<file path="config.mk">
export PLATFORM = sky130hd
export DESIGN_NAME = ex_muldiv_dpath_arb
export DESIGN_NICKNAME = d
export VERILOG_FILES = /design/src/rtl/ex_muldiv_pkg.sv /design/src/rtl/ex_muldiv_lock_wdog.sv /design/src/rtl/ex_muldiv_dpath_arb.sv
export SDC_FILE = /design/constraint.sdc
export NUM_CORES = 1
export LEC_CHECK = 0
export BUFFER_PORTS_ARGS = -buffer_cell sky130_fd_sc_hd__buf_2
export CORE_AREA = 2 2 131 133
export DETAILED_ROUTE_END_ITERATION = 6
export DIE_AREA = 0 0 133 135
export GPL_TIMING_DRIVEN = 0
export REMOVE_ABC_BUFFERS = 1
export SETUP_SLACK_MARGIN = 0.5
export SYNTH_ARGS = -nofsm -noshare
export SYNTH_HDL_FRONTEND = slang
export SYNTH_SLANG_ARGS = --single-unit
</file>
<file path="constraint.sdc">
create_clock -name clk -period 1.4 [get_ports clk]
set_input_delay 0.21 -clock clk [delete_from_list [all_inputs] [get_ports clk]]
set_output_delay 0.21 -clock clk [all_outputs]
set_load 0.05 [all_outputs]
</file>
<file path="src/rtl/ex_muldiv_pkg.sv">
// ex_muldiv_pkg: shared widths and encodings for the MULDIV/ALU adder arbiter
package ex_muldiv_pkg;
  localparam int ADDER_W = 35;
  typedef enum logic {ARB_IDLE = 1'b0, ARB_LOCK = 1'b1} arb_state_e;
  typedef enum logic {OWN_ALU = 1'b0, OWN_MDV = 1'b1} owner_e;
endpackage

</file>
<file path="src/rtl/ex_muldiv_lock_wdog.sv">
// ex_muldiv_lock_wdog: lock hold counter, watchdog expiry and sticky error flag
module ex_muldiv_lock_wdog #(
  parameter int MAX_LOCK = 40
) (
  input  logic clk,
  input  logic rst_n,
  input  logic clr,
  input  logic lock,
  input  logic exit_evt,
  output logic expire,
  output logic lock_err
);
  logic [5:0] lock_cnt_q, lock_cnt_d;
  logic lock_err_q, lock_err_d;
  always_comb begin
    expire = lock & ~exit_evt & (lock_cnt_q == 6'(MAX_LOCK - 1));
    lock_cnt_d = clr ? 6'd0 : (lock && lock_cnt_q != 6'h3f) ? lock_cnt_q + 6'd1 : lock_cnt_q;
    lock_err_d = lock_err_q | expire;
  end
  always_ff @(posedge clk) begin
    if (!rst_n) begin
      lock_cnt_q <= '0;
      lock_err_q <= 1'b0;
    end else begin
      lock_cnt_q <= lock_cnt_d;
      lock_err_q <= lock_err_d;
    end
  end
  assign lock_err = lock_err_q;
endmodule

</file>
<file path="src/rtl/ex_muldiv_dpath_arb.sv">
// ex_muldiv_dpath_arb: shares the execution adder between ALU and MULDIV with a MULDIV lock
module ex_muldiv_dpath_arb
  import ex_muldiv_pkg::*;
#(
  parameter int ADDER_W  = ex_muldiv_pkg::ADDER_W,
  parameter int MAX_LOCK = 40
) (
  input  logic               clk,
  input  logic               rst_n,
  input  logic               alu_req_valid,
  output logic               alu_req_ready,
  input  logic [ADDER_W-1:0] alu_req_op1,
  input  logic [ADDER_W-1:0] alu_req_op2,
  input  logic               alu_req_add,
  input  logic               alu_req_sub,
  output logic [ADDER_W-1:0] alu_res,
  input  logic               muldiv_req_valid,
  output logic               muldiv_req_ready,
  input  logic [ADDER_W-1:0] muldiv_req_op1,
  input  logic [ADDER_W-1:0] muldiv_req_op2,
  input  logic               muldiv_req_add,
  input  logic               muldiv_req_sub,
  input  logic               muldiv_req_last,
  output logic [ADDER_W-1:0] muldiv_res,
  input  logic               flush_pulse,
  output logic [ADDER_W-1:0] dp_op1,
  output logic [ADDER_W-1:0] dp_op2,
  output logic               dp_add,
  output logic               dp_sub,
  input  logic [ADDER_W-1:0] dp_res,
  output logic               dp_owner,
  output logic               mdv_locked,
  output logic               lock_err
);
  arb_state_e state_q, state_d;
  logic last_grant_q, last_grant_d;
  logic in_lock, mdv_ok, g_mdv, g_alu, exit_evt, expire, clr;
  always_comb begin
    in_lock = state_q == ARB_LOCK;
    mdv_ok = rst_n & muldiv_req_valid & ~flush_pulse;
    g_mdv = mdv_ok & (in_lock | ~alu_req_valid | ~last_grant_q);
    g_alu = rst_n & ~in_lock & alu_req_valid & ~g_mdv;
    exit_evt = flush_pulse | (g_mdv & muldiv_req_last);
    clr = ~in_lock & g_mdv & ~muldiv_req_last;
    state_d = in_lock ? ((exit_evt | expire) ? ARB_IDLE : ARB_LOCK) : (clr ? ARB_LOCK : ARB_IDLE);
    last_grant_d = g_mdv ? 1'b1 : g_alu ? 1'b0 : last_grant_q;
  end
  always_ff @(posedge clk) begin
    if (!rst_n) begin
      state_q <= ARB_IDLE;
      last_grant_q <= 1'b0;
    end else begin
      state_q <= state_d;
      last_grant_q <= last_grant_d;
    end
  end
  ex_muldiv_lock_wdog #(.MAX_LOCK(MAX_LOCK)) u_wdog (
    .clk(clk),
    .rst_n(rst_n),
    .clr(clr),
    .lock(in_lock),
    .exit_evt(exit_evt),
    .expire(expire),
    .lock_err(lock_err)
  );
  assign alu_req_ready = g_alu;
  assign muldiv_req_ready = g_mdv;
  assign dp_op1 = g_mdv ? muldiv_req_op1 : g_alu ? alu_req_op1 : '0;
  assign dp_op2 = g_mdv ? muldiv_req_op2 : g_alu ? alu_req_op2 : '0;
  assign dp_add = g_mdv ? muldiv_req_add : g_alu & alu_req_add;
  assign dp_sub = g_mdv ? muldiv_req_sub : g_alu & alu_req_sub;
  assign dp_owner = g_mdv ? OWN_MDV : OWN_ALU;
  assign mdv_locked = in_lock;
  assign alu_res = dp_res;
  assign muldiv_res = dp_res;
endmodule

</file>
==> results of run 1 <==
## cells in the final DEF (no fill, tap or decap), types with 2 or more instances in the layout
master,n
dfxtp_2,2
a22o_4,4
nand2b_1,3
and3_4,4
dfxtp_4,3
buf_12,8
buf_8,4
nor3_2,2
clkbuf_16,3
nand4_1,2
a31oi_1,3
buf_4,8
buf_6,76
a211oi_2,3
a22o_1,68
inv_1,2
dfxtp_1,4
buf_2,149
a21oi_1,3
nor2_1,2
## critical path, cell delays in order, from the launching register on
cell and delay (ns):
dfxtp_4 0.33, or3b_4 0.39, and3_4 0.23, buf_12 0.17
a22o_4 0.23, buf_6 0.15
## final cells by class
type	instances	area share, %
Clock buffer	3	2.05
Clock inverter	1	0.137
Inverter	3	1.02
Multi-Input combinational cell	118	29.9
Sequential cell	9	5.29
Tap cell	220	7.51
Timing Repair Buffer	246	52.1
Timing Repair inverter	4	2.05
## through the flow
step                util [%]  setup WS [ns]
global route            22.3         -0.616
finish                  22.3         -0.579
floorplan                  -          -1.86
global placement        15.4          -2.12
detailed placement      15.6          -1.23
CTS                     21.7         -0.589
## synth_stat cells, types with 2 or more instances
master and count:
clkbuf_1 2, buf_2 7, a31oi_1 3, nand3_1 2, nand2b_1 4, dfxtp_1 9, a22o_1 72, buf_6 8
nor2_1 2, a211oi_1 3, nor2b_1 2, inv_1 2, and3_1 3, nor3_1 2, buf_4 71, nand4_1 2
a21boi_0 2, a21oi_1 3
## power groups by stage
| stage | clock, W | sequential (W) | combinational, W |
|---|---|---|---|
| 6_report | 0.000524 | 0.000262 | 0.00141 |
| 5_1_grt | 0.000551 | 0.000262 | 0.00147 |
| 4_1_cts | 0.000528 | 0.000262 | 0.00138 |
| 3_5_place_dp | 0 | 0.000272 | 0.00104 |
| 3_3_place_gp | 0 | 0.000272 | 0.00104 |
| 2_1_floorplan | 0 | 0.000274 | 0.000667 |
## logic make-up after synthesis
logic type	count (synthesis)	synth area share (%)
flip-flops	9	10.0
AO/OA/AOI/OAI	90	42.4
adder cells (fa/ha/maj)	1	0.697
AND/OR/NAND/NOR	25	8.99
buffers and inverters	92	37.9
## worst max-delay path by stage
stage / to / slack [ns]
after detailed placement: dp_op2[32] / -1.23
after global placement: dp_op2[32] / -2.12
after CTS: dp_op1[27] / -0.59
after floorplan: dp_add / -1.86
after global routing: dp_op1[27] / -0.62
final: dp_op1[27] / -0.58
## metal layers
layer	vias up	track usage (%)	wire (microns)
met5	-	6.39	115
met4	9	1.97	89
met3	18	8.30	1980
met2	214	17.4	5760
met1	1188	15.9	5150
li1	1101	-	-
## flip-flops by register name, indices dropped and copies added (netlist names)
register and count:
u_wdog.lock_err 1, mdv_locked 1, u_wdog.lock_cnt_q 6, last_grant_q 1
## repair_timing
action,CTS,global route
resized for setup,211,11
gates cloned,5,2
setup endpoints to repair,86,86
setup buffers,16,2
pin swaps,7,7
==> run summary, run 1 <==
status -> complete, but fails checks
failing checks -> negative setup slack
Finished Layout Cells -> 604
Slew Viols, Final -> 0
max_slew headroom -> 75.0%
fin crit share -> 141%
Inst Count DP -> 575
vias in the first global route -> 2317
CP arrival -> 1.77 ns
Cell Rows -> 47
Worst Hold Class -> in -> reg
kind of critical path -> reg -> out
syn avg cell area -> 8.27 sq um
Final Hold Fails -> 0
Yosys top cell area share -> 35.1%
RSZ-0062 raised after global routing -> true
combinational share of power -> 64.1%
H-tree Lvls -> 1
Skew-Pair Late Insertion Delay -> 0.24 ns
Fillers -> 1768
Mapped Area -> 0.00180 sq mm
Post-synth top flop -> dfxtp_1
Vert. Die Dim -> 135 microns
placed cell area -> 0.00255 sq mm
Post-Synthesis Cells -> 217
final instance area -> 0.00367 sq mm
EDFF count, synth -> 0
multi-input logic area -> 0.00109 sq mm
# IOs -> 332
Overflow after GRT -> 0
pwr/cell area -> 598 mW/mm^2
post-route ant nets -> 0
CTS Buffer Depth -> 2
First DRT Iteration DRCs -> 137
Initial Util -> 10.9%
share of layout cells above drive strength 1 -> 74.0%
area growth from synthesis to layout -> 104%
Max Clock Freq -> 0.505 GHz
crit-path max FO -> 27
Switching Fraction -> 43.6%
Max-Cap Viols -> 0
crit end category -> output port
via count -> 2530
setup TNS -> -39.83 ns
initial antenna violation count -> 2
Avg WL per Cell -> 21.7 microns
reg-to-reg endpoint -> u_wdog.lock_cnt_q[1]$_SDFFE_PP0P_
largest net degree at the start of global routing -> 38
CTS root buf -> clkbuf_16
peak supply drop -> 0.293 mV
register area share after synthesis -> 10.0%
Buffers on Ports -> 226
skew final -> 0.00312 ns
leakage power -> 1.78 nW
Final setup viols -> 81
CP startpoint kind -> flip-flop
Reg2Reg Launch Point -> mdv_locked$_SDFF_PN0_
clock sinks -> 9
Worst Slack Setup Final -> -0.579 ns
die width -> 133 microns
hold path depth -> 2
wire length of the first global-routing pass -> 16.4 mm
core footprint -> 0.0164 sq mm
YS warnings -> 0
DR pass1 iterations -> 4
Storage cell area -> 194 sq um
P_sw -> 0.000956 W
CP Launch Point -> last_grant_q$_SDFFE_PN0P_
RePlAce Congestion -> 0.722
post-synth top area cell -> a22o_1
Clock power frac -> 23.9%
clock period minus worst slack -> 1.98 ns
drt drc -> 0
#FFs+latches synth -> 9
Async SR Flop Fraction -> 0%
hold path startpoint -> rst_n
reg2reg path depth -> 4
CTS tree -> built
Slew @ Worst Pin -> 0.375 ns
Power, Total -> 0.00219 W
synth unique cells -> 36
Die Area -> 0.0180 sq mm
sequential fraction of design power -> 12.0%
HPWL after DPL -> 8.52 mm
net count of the finished layout -> 571
mean number of vias per cell -> 4.19
Diodes inserted -> 0
final hold slack -> 0.307 ns
Hold EP -> u_wdog.lock_err$_SDFF_PN0_
TritonCTS Buffers -> 3
hold buffers post-CTS -> 0
ranking of synthesized cells by area -> a22o_1, buf_4, dfxtp_1
Total Routing Usage GR -> 12.6%
Int Power -> 0.00124 W
Worst EP required -> 1.19 ns
Clock transition at path regs -> 0.04 ns
worst reg2reg setup slack -> -0.06 ns
Detailed Route WL -> 13.1 mm
(Power assumes the default switching activity.)
==> run 2: changes to the inputs <==
--- a/config.mk
+++ b/config.mk
@@ -15,3 +15,4 @@
 export SYNTH_ARGS = -nofsm -noshare
 export SYNTH_HDL_FRONTEND = slang
 export SYNTH_SLANG_ARGS = --single-unit
+export TNS_END_PERCENT = 10
==> run 2 against run 1 <==
Effect of this change:
- the run still ends with negative setup slack left
- worst hold slack worse by 0.011 ns
- register-to-register slack better by 0.13 ns
- die area unchanged
- power down 6.0%
- clock skew up 0.0014 ns
- non-clock buffer count down 15
- sequential share of layout area up 0.79 points
- core utilization down 2.4 points
- critical path depth unchanged
- sequential cell count unchanged
- clock power down 2%
- final area down 11%
- highest routed layer unchanged
==> run summary, run 2 (synthesis results as in run 1) <==
wire length of the first global-routing pass -> 15.4 mm (-5.6%)
fin crit share -> 143% (+1.6 points)
CP startpoint kind -> flip-flop
Cell Rows -> 47 (unchanged)
HPWL after DPL -> 8.52 mm (unchanged)
Final Hold Fails -> 0 (unchanged)
Clock power frac -> 24.9% (+1.0 points)
combinational share of power -> 62.4% (-1.7 points)
max reg flops -> 6 (unchanged)
setup TNS -> -40.84 ns (-1.01 ns)
clock period minus worst slack -> 2.00 ns (+0.0224 ns)
Switching Fraction -> 44.0% (+0.34 points)
most frequent cells in the layout -> buf_2, a22o_1, buf_6, dfxtp_4, buf_4
CP arrival -> 1.79 ns (+0.02 ns)
Max Clock Freq -> 0.500 GHz (-1.1%)
Avg WL per Cell -> 20.3 microns (-6.5%)
die width -> 133 microns (unchanged)
Slew @ Worst Pin -> 0.374 ns (-0.000719 ns)
Diodes inserted -> 0 (unchanged)
CTS tree -> built
clock sinks -> 9 (unchanged)
max_slew headroom -> 75.0% (about the same)
placed cell area -> 0.00255 sq mm (unchanged)
crit-path max FO -> 27 (unchanged)
Slew Viols, Final -> 0 (unchanged)
Power, Total -> 0.00206 W (-6.0%)
Die Area -> 0.0180 sq mm (unchanged)
Overflow after GRT -> 0 (unchanged)
mean number of vias per cell -> 4.14 (-1.2%)
Skew-Pair Late Insertion Delay -> 0.24 ns (about the same)
H-tree Lvls -> 1 (unchanged)
status -> complete, but fails checks
Top reg by flops -> u_wdog.lock_cnt_q
DR pass1 iterations -> 4 (unchanged)
RePlAce Congestion -> 0.722 (unchanged)
CTS Buffer Depth -> 2 (unchanged)
share of layout cells above drive strength 1 -> 70.7% (-3.3 points)
Buffers on Ports -> 226 (unchanged)
Detailed Route WL -> 11.9 mm (-9.4%)
CTS root buf -> clkbuf_16
drt drc -> 0 (unchanged)
TritonCTS Buffers -> 3 (unchanged)
leakage power -> 1.62 nW (-9.1%)
sequential fraction of design power -> 12.7% (+0.7 points)
First DRT Iteration DRCs -> 140 (+2.2%)
Final Util -> 19.9% (-2.4 points)
kind of critical path -> reg -> out
Int Power -> 0.00115 W (-6.6%)
via count -> 2422 (-4.3%)
pwr/cell area -> 630 mW/mm^2 (+5.4%)
Storage cell area -> 199 sq um (+2.6%)
P_sw -> 0.000906 W (-5.3%)
crit end category -> output port
RSZ-0062 raised after global routing -> true
Fillers -> 1803 (+2.0%)
Final setup viols -> 75 (-7.4%)
post-route ant nets -> 0 (unchanged)
net count of the finished layout -> 552 (-3.3%)
failing checks -> negative setup slack
multi-input logic area -> 0.00104 sq mm (-4.9%)
skew final -> 0.00449 ns (+0.00137 ns)
Max-Cap Viols -> 0 (unchanged)
area growth from synthesis to layout -> 82.1%
largest net degree at the start of global routing -> 38 (unchanged)
Worst Slack Setup Final -> -0.601 ns (-0.0224 ns)
# IOs -> 332 (unchanged)
Initial Util -> 10.9% (unchanged)
vias in the first global route -> 2239 (-3.4%)
Worst Hold Class -> in -> reg
core footprint -> 0.0164 sq mm (unchanged)
Vert. Die Dim -> 135 microns (unchanged)
peak supply drop -> 0.311 mV (+6.4%)
final instance area -> 0.00327 sq mm (-11%)
commonest non-fill, non-tap cell in the layout -> buf_2
pre-CTS setup slack -> -1.23 ns (unchanged)
Worst EP required -> 1.19 ns (about the same)
Clock transition at path regs -> 0.04 ns (about the same)
initial antenna violation count -> 2 (unchanged)
Total Routing Usage GR -> 11.7% (-0.85 points)
## run 2: changes by cell type in the layout (fill, tap and decap cells not counted), moves of 3 or more
cell      before  now
buf_12         8    1
buf_4          8    5
buf_6         76   63
a211oi_1       0    3
buf_2        149  159
a211oi_2       3    0
## run 2: power groups by stage
| stage | Clock [W] | Combinational (W) | Sequential [W] |
|---|---|---|---|
| floorplan | 0 | 0.000667 | 0.000274 |
| global placement | 0 | 0.00104 | 0.000272 |
| detailed placement | 0 | 0.00104 | 0.000272 |
| CTS | 0.000528 | 0.00127 | 0.000261 |
| global route | 0.000541 | 0.00134 | 0.000262 |
| finish | 0.000513 | 0.00128 | 0.000261 |
## run 2: what timing repair did
action	4_1_cts	5_1_grt
cloned	3	0
setup buffers	3	0
pin swaps	4	3
setup endpoints to repair	86	86
hold buffers	0	0
hold endpoints to repair	0	0
gates resized for setup	166	4
## run 2: through the flow
step                      hold slack, ns  instances
after floorplan                    0.341        128
after global placement             0.421        574
after detailed placement           0.421        575
after CTS                          0.277        585
after global routing               0.307        585
final                              0.296        585
## run 2: area by class of cell
type / count / area share (%)
clock inverters: 1 / 0.153
flip-flops and latches: 9 / 6.08
repair buffers: 231 / 49.6
inverters: 3 / 1.15
multi-input cells: 117 / 31.8
well taps: 220 / 8.42
clock buffers: 3 / 2.30
repair inverters: 1 / 0.498
## run 2: final timing paths
path,startpoint,cells after the start,endpoint,slack [ns]
min,rst_n,2,u_wdog.lock_err$_SDFF_PN0_,0.30
max,last_grant_q$_SDFFE_PN0P_,5,dp_op1[16],-0.60
min reg2reg,u_wdog.lock_cnt_q[0]$_SDFFE_PP0P_,2,u_wdog.lock_cnt_q[0]$_SDFFE_PP0P_,0.53
max reg2reg,mdv_locked$_SDFF_PN0_,3,u_wdog.lock_cnt_q[3]$_SDFFE_PP0P_,0.07
## run 2: worst max-delay path: stages (launching register included)
cell	delay, ns
dfxtp_4	0.33
or3b_4	0.41
and3_4	0.23
buf_12	0.17
a22o_1	0.22
buf_6	0.16
## run 2: layer usage
metal  up-vias  routed length, microns  global-route usage (%)
li1       1061                       -                       -
met1      1117                    4650                    14.4
met2       217                    5040                    15.9
met3        18                    1950                    8.67
met4         9                      89                    1.91
met5         -                     135                    6.39
==> run 3: changes to the inputs <==
--- a/config.mk
+++ b/config.mk
@@ -7,6 +7,7 @@
 export LEC_CHECK = 0
 export BUFFER_PORTS_ARGS = -buffer_cell sky130_fd_sc_hd__buf_2
 export CORE_AREA = 2 2 131 133
+export CTS_BUF_LIST = sky130_fd_sc_hd__clkbuf_4
 export DETAILED_ROUTE_END_ITERATION = 6
 export DIE_AREA = 0 0 133 135
 export GPL_TIMING_DRIVEN = 0
==> run 3 against run 2 <==
Effect of this change:
- the run still ends with negative setup slack left
- clock skew increased by 0.0032 ns
- final area increased by 2.1%
- first-iteration DRC count decreased by 0.71%
- die area unchanged
- wire length increased by 4.0%
- largest power group unchanged
- non-clock buffer count increased by 8
- sequential cell count unchanged
- sequential share of layout area decreased by 0.13 points
- register-to-register slack got worse by 0.06 ns
- power decreased by 13%
- setup slack got worse by 0.015 ns
- via count increased by 0.83%
==> run summary, run 3 (synthesis results as in run 1) <==
Overflow after GRT -> 0 (unchanged)
fin crit share -> 144% (+1.1 points)
initial antenna violation count -> 2 (unchanged)
CTS Buffer Depth -> 2 (unchanged)
Skew-Pair Late Insertion Delay -> 0.26 ns (+0.02 ns)
CTS root buf -> clkbuf_4
RePlAce Congestion -> 0.722 (unchanged)
Worst path max stage delay -> 0.40 ns (about the same)
setup TNS -> -42.06 ns (-1.22 ns)
Cell Rows -> 47 (unchanged)
max reg flops -> 6 (unchanged)
Slew @ Worst Pin -> 0.372 ns (-0.00245 ns)
share of layout cells above drive strength 1 -> 71.5% (+0.78 points)
Max Clock Freq -> 0.496 GHz (-0.74%)
pre-CTS setup slack -> -1.23 ns (unchanged)
First DRT Iteration DRCs -> 139 (-0.71%)
most crowded layer after global routing -> met2
GRT met3 Usage -> 8.52% (-0.15 points)
post-route ant nets -> 0 (unchanged)
failing checks -> negative setup slack
Clock transition at path regs -> 0.07 ns (+0.03 ns)
DR pass1 iterations -> 4 (unchanged)
crit end category -> output port
Vert. Die Dim -> 135 microns (unchanged)
H-tree Lvls -> 1 (unchanged)
status -> complete, but fails checks
Initial Util -> 10.9% (unchanged)
TritonCTS Buffers -> 3 (unchanged)
kind of critical path -> reg -> out
worst path cell trace -> or3b_4, and3_4, buf_12, a22o_4, buf_6
Worst Hold Class -> in -> reg
Slew Viols, Final -> 0 (unchanged)
mean number of vias per cell -> 4.10 (-0.87%)
Final Hold Fails -> 0 (unchanged)
# IOs -> 332 (unchanged)
crit-path max FO -> 27 (unchanged)
Worst EP required -> 1.19 ns (about the same)
Worst Slack Setup Final -> -0.616 ns (-0.0150 ns)
area growth from synthesis to layout -> 86.0%
placed cell area -> 0.00255 sq mm (unchanged)
wire length of the first global-routing pass -> 15.4 mm (-0.27%)
CTS tree -> built
Diodes inserted -> 0 (unchanged)
Final Util -> 20.4% (+0.43 points)
Top reg by flops -> u_wdog.lock_cnt_q
Fillers -> 1801 (-0.11%)
peak supply drop -> 0.252 mV (-19%)
Max-Cap Viols -> 0 (unchanged)
Inst Count DP -> 575 (unchanged)
Die Area -> 0.0180 sq mm (unchanged)
Finished Layout Cells -> 595 (+1.7%)
kind of cell adding the most delay to the critical path -> simple AND/OR/NAND/NOR gates
Detailed Route WL -> 12.4 mm (+4.0%)
clock sinks -> 9 (unchanged)
leakage power -> 1.66 nW (+2.3%)
Storage cell area -> 199 sq um (unchanged)
skew final -> 0.00772 ns (+0.00324 ns)
GR met1 Demand/Resource -> 14.3% (-0.045 points)
commonest non-fill, non-tap cell in the layout -> buf_2
clock period minus worst slack -> 2.02 ns (+0.0150 ns)
multi-input logic area -> 0.00105 sq mm (+0.96%)
CP arrival -> 1.81 ns (+0.02 ns)
core footprint -> 0.0164 sq mm (unchanged)
final instance area -> 0.00334 sq mm (+2.1%)
met2 global-route usage -> 16.0% (+0.086 points)
slowest CP cell -> or3b_4
via count -> 2442 (+0.83%)
drt drc -> 0 (unchanged)
largest net degree at the start of global routing -> 38 (unchanged)
CP startpoint kind -> flip-flop
net count of the finished layout -> 562 (+1.8%)
HPWL after DPL -> 8.52 mm (unchanged)
RSZ-0062 raised after global routing -> true
vias in the first global route -> 2215 (-1.1%)
Final setup viols -> 75 (unchanged)
max_slew headroom -> 75.2% (+0.16 points)
Total Routing Usage GR -> 11.6% (-0.095 points)
Buffers on Ports -> 226 (unchanged)
pwr/cell area -> 534 mW/mm^2 (-15%)
Buf/Inv on CP -> 2 (unchanged)
die width -> 133 microns (unchanged)
Avg WL per Cell -> 20.8 microns (+2.3%)
most frequent cells in the layout -> buf_2, a22o_1, buf_6, buf_4, dfxtp_4
## run 3: worst reg2reg max path: stages (launching register included)
cell,delay (ns)
dfxtp_4,0.37
buf_6,0.12
or4b_4,0.49
o21ai_4,0.23
nor3_1,0.09
## run 3: through the flow
step | power [W] | hold WS, ns
after floorplan | 0.000941 | 0.341
after global placement | 0.00131 | 0.421
after detailed placement | 0.00132 | 0.421
after CTS | 0.00174 | 0.245
after global routing | 0.00187 | 0.263
final | 0.00178 | 0.265
## run 3: repair_timing
item,CTS,global route
pin swaps,4,5
endpoints found under the setup margin,86,86
hold buffers,0,0
gates cloned,3,2
gates resized for setup,156,21
setup buffers,3,8
## run 3: per-layer routing
| layer | up-vias | wire [microns] | share of wire, % |
|---|---|---|---|
| li1 | 1078 | - | - |
| met1 | 1153 | 4840 | 39 |
| met2 | 195 | 5380 | 44 |
| met3 | 10 | 1970 | 16 |
| met4 | 6 | 56 | 0.45 |
| met5 | - | 100 | 0.81 |
## run 3: cell type report
class	instances	share of cell area, %
well taps	220	8.24
multi-input cells	118	31.5
clock inverters	1	0.150
inverters	3	1.12
repair buffers	239	51.0
clock buffers	3	0.674
repair inverters	2	1.39
flip-flops and latches	9	5.96
## run 3: path summary, 6_finish.rpt
check / startpoint / endpoint / slack [ns] / cells after the start
worst max-delay path: last_grant_q$_SDFFE_PN0P_ / dp_op1[27] / -0.62 / 5
worst min-delay path: rst_n / u_wdog.lock_err$_SDFF_PN0_ / 0.27 / 2
worst max register to register: mdv_locked$_SDFF_PN0_ / u_wdog.lock_cnt_q[5]$_SDFFE_PP0P_ / 0.01 / 4
worst min register to register: u_wdog.lock_cnt_q[0]$_SDFFE_PP0P_ / u_wdog.lock_cnt_q[0]$_SDFFE_PP0P_ / 0.54 / 2
## run 3: power breakdown
| part | internal [W] | total, W | switching [W] |
|---|---|---|---|
| sequential | 0.000253 | 0.000258 | 0.00000509 |
| combinational | 0.000541 | 0.00132 | 0.000778 |
| clock | 0.000105 | 0.000205 | 0.0000995 |
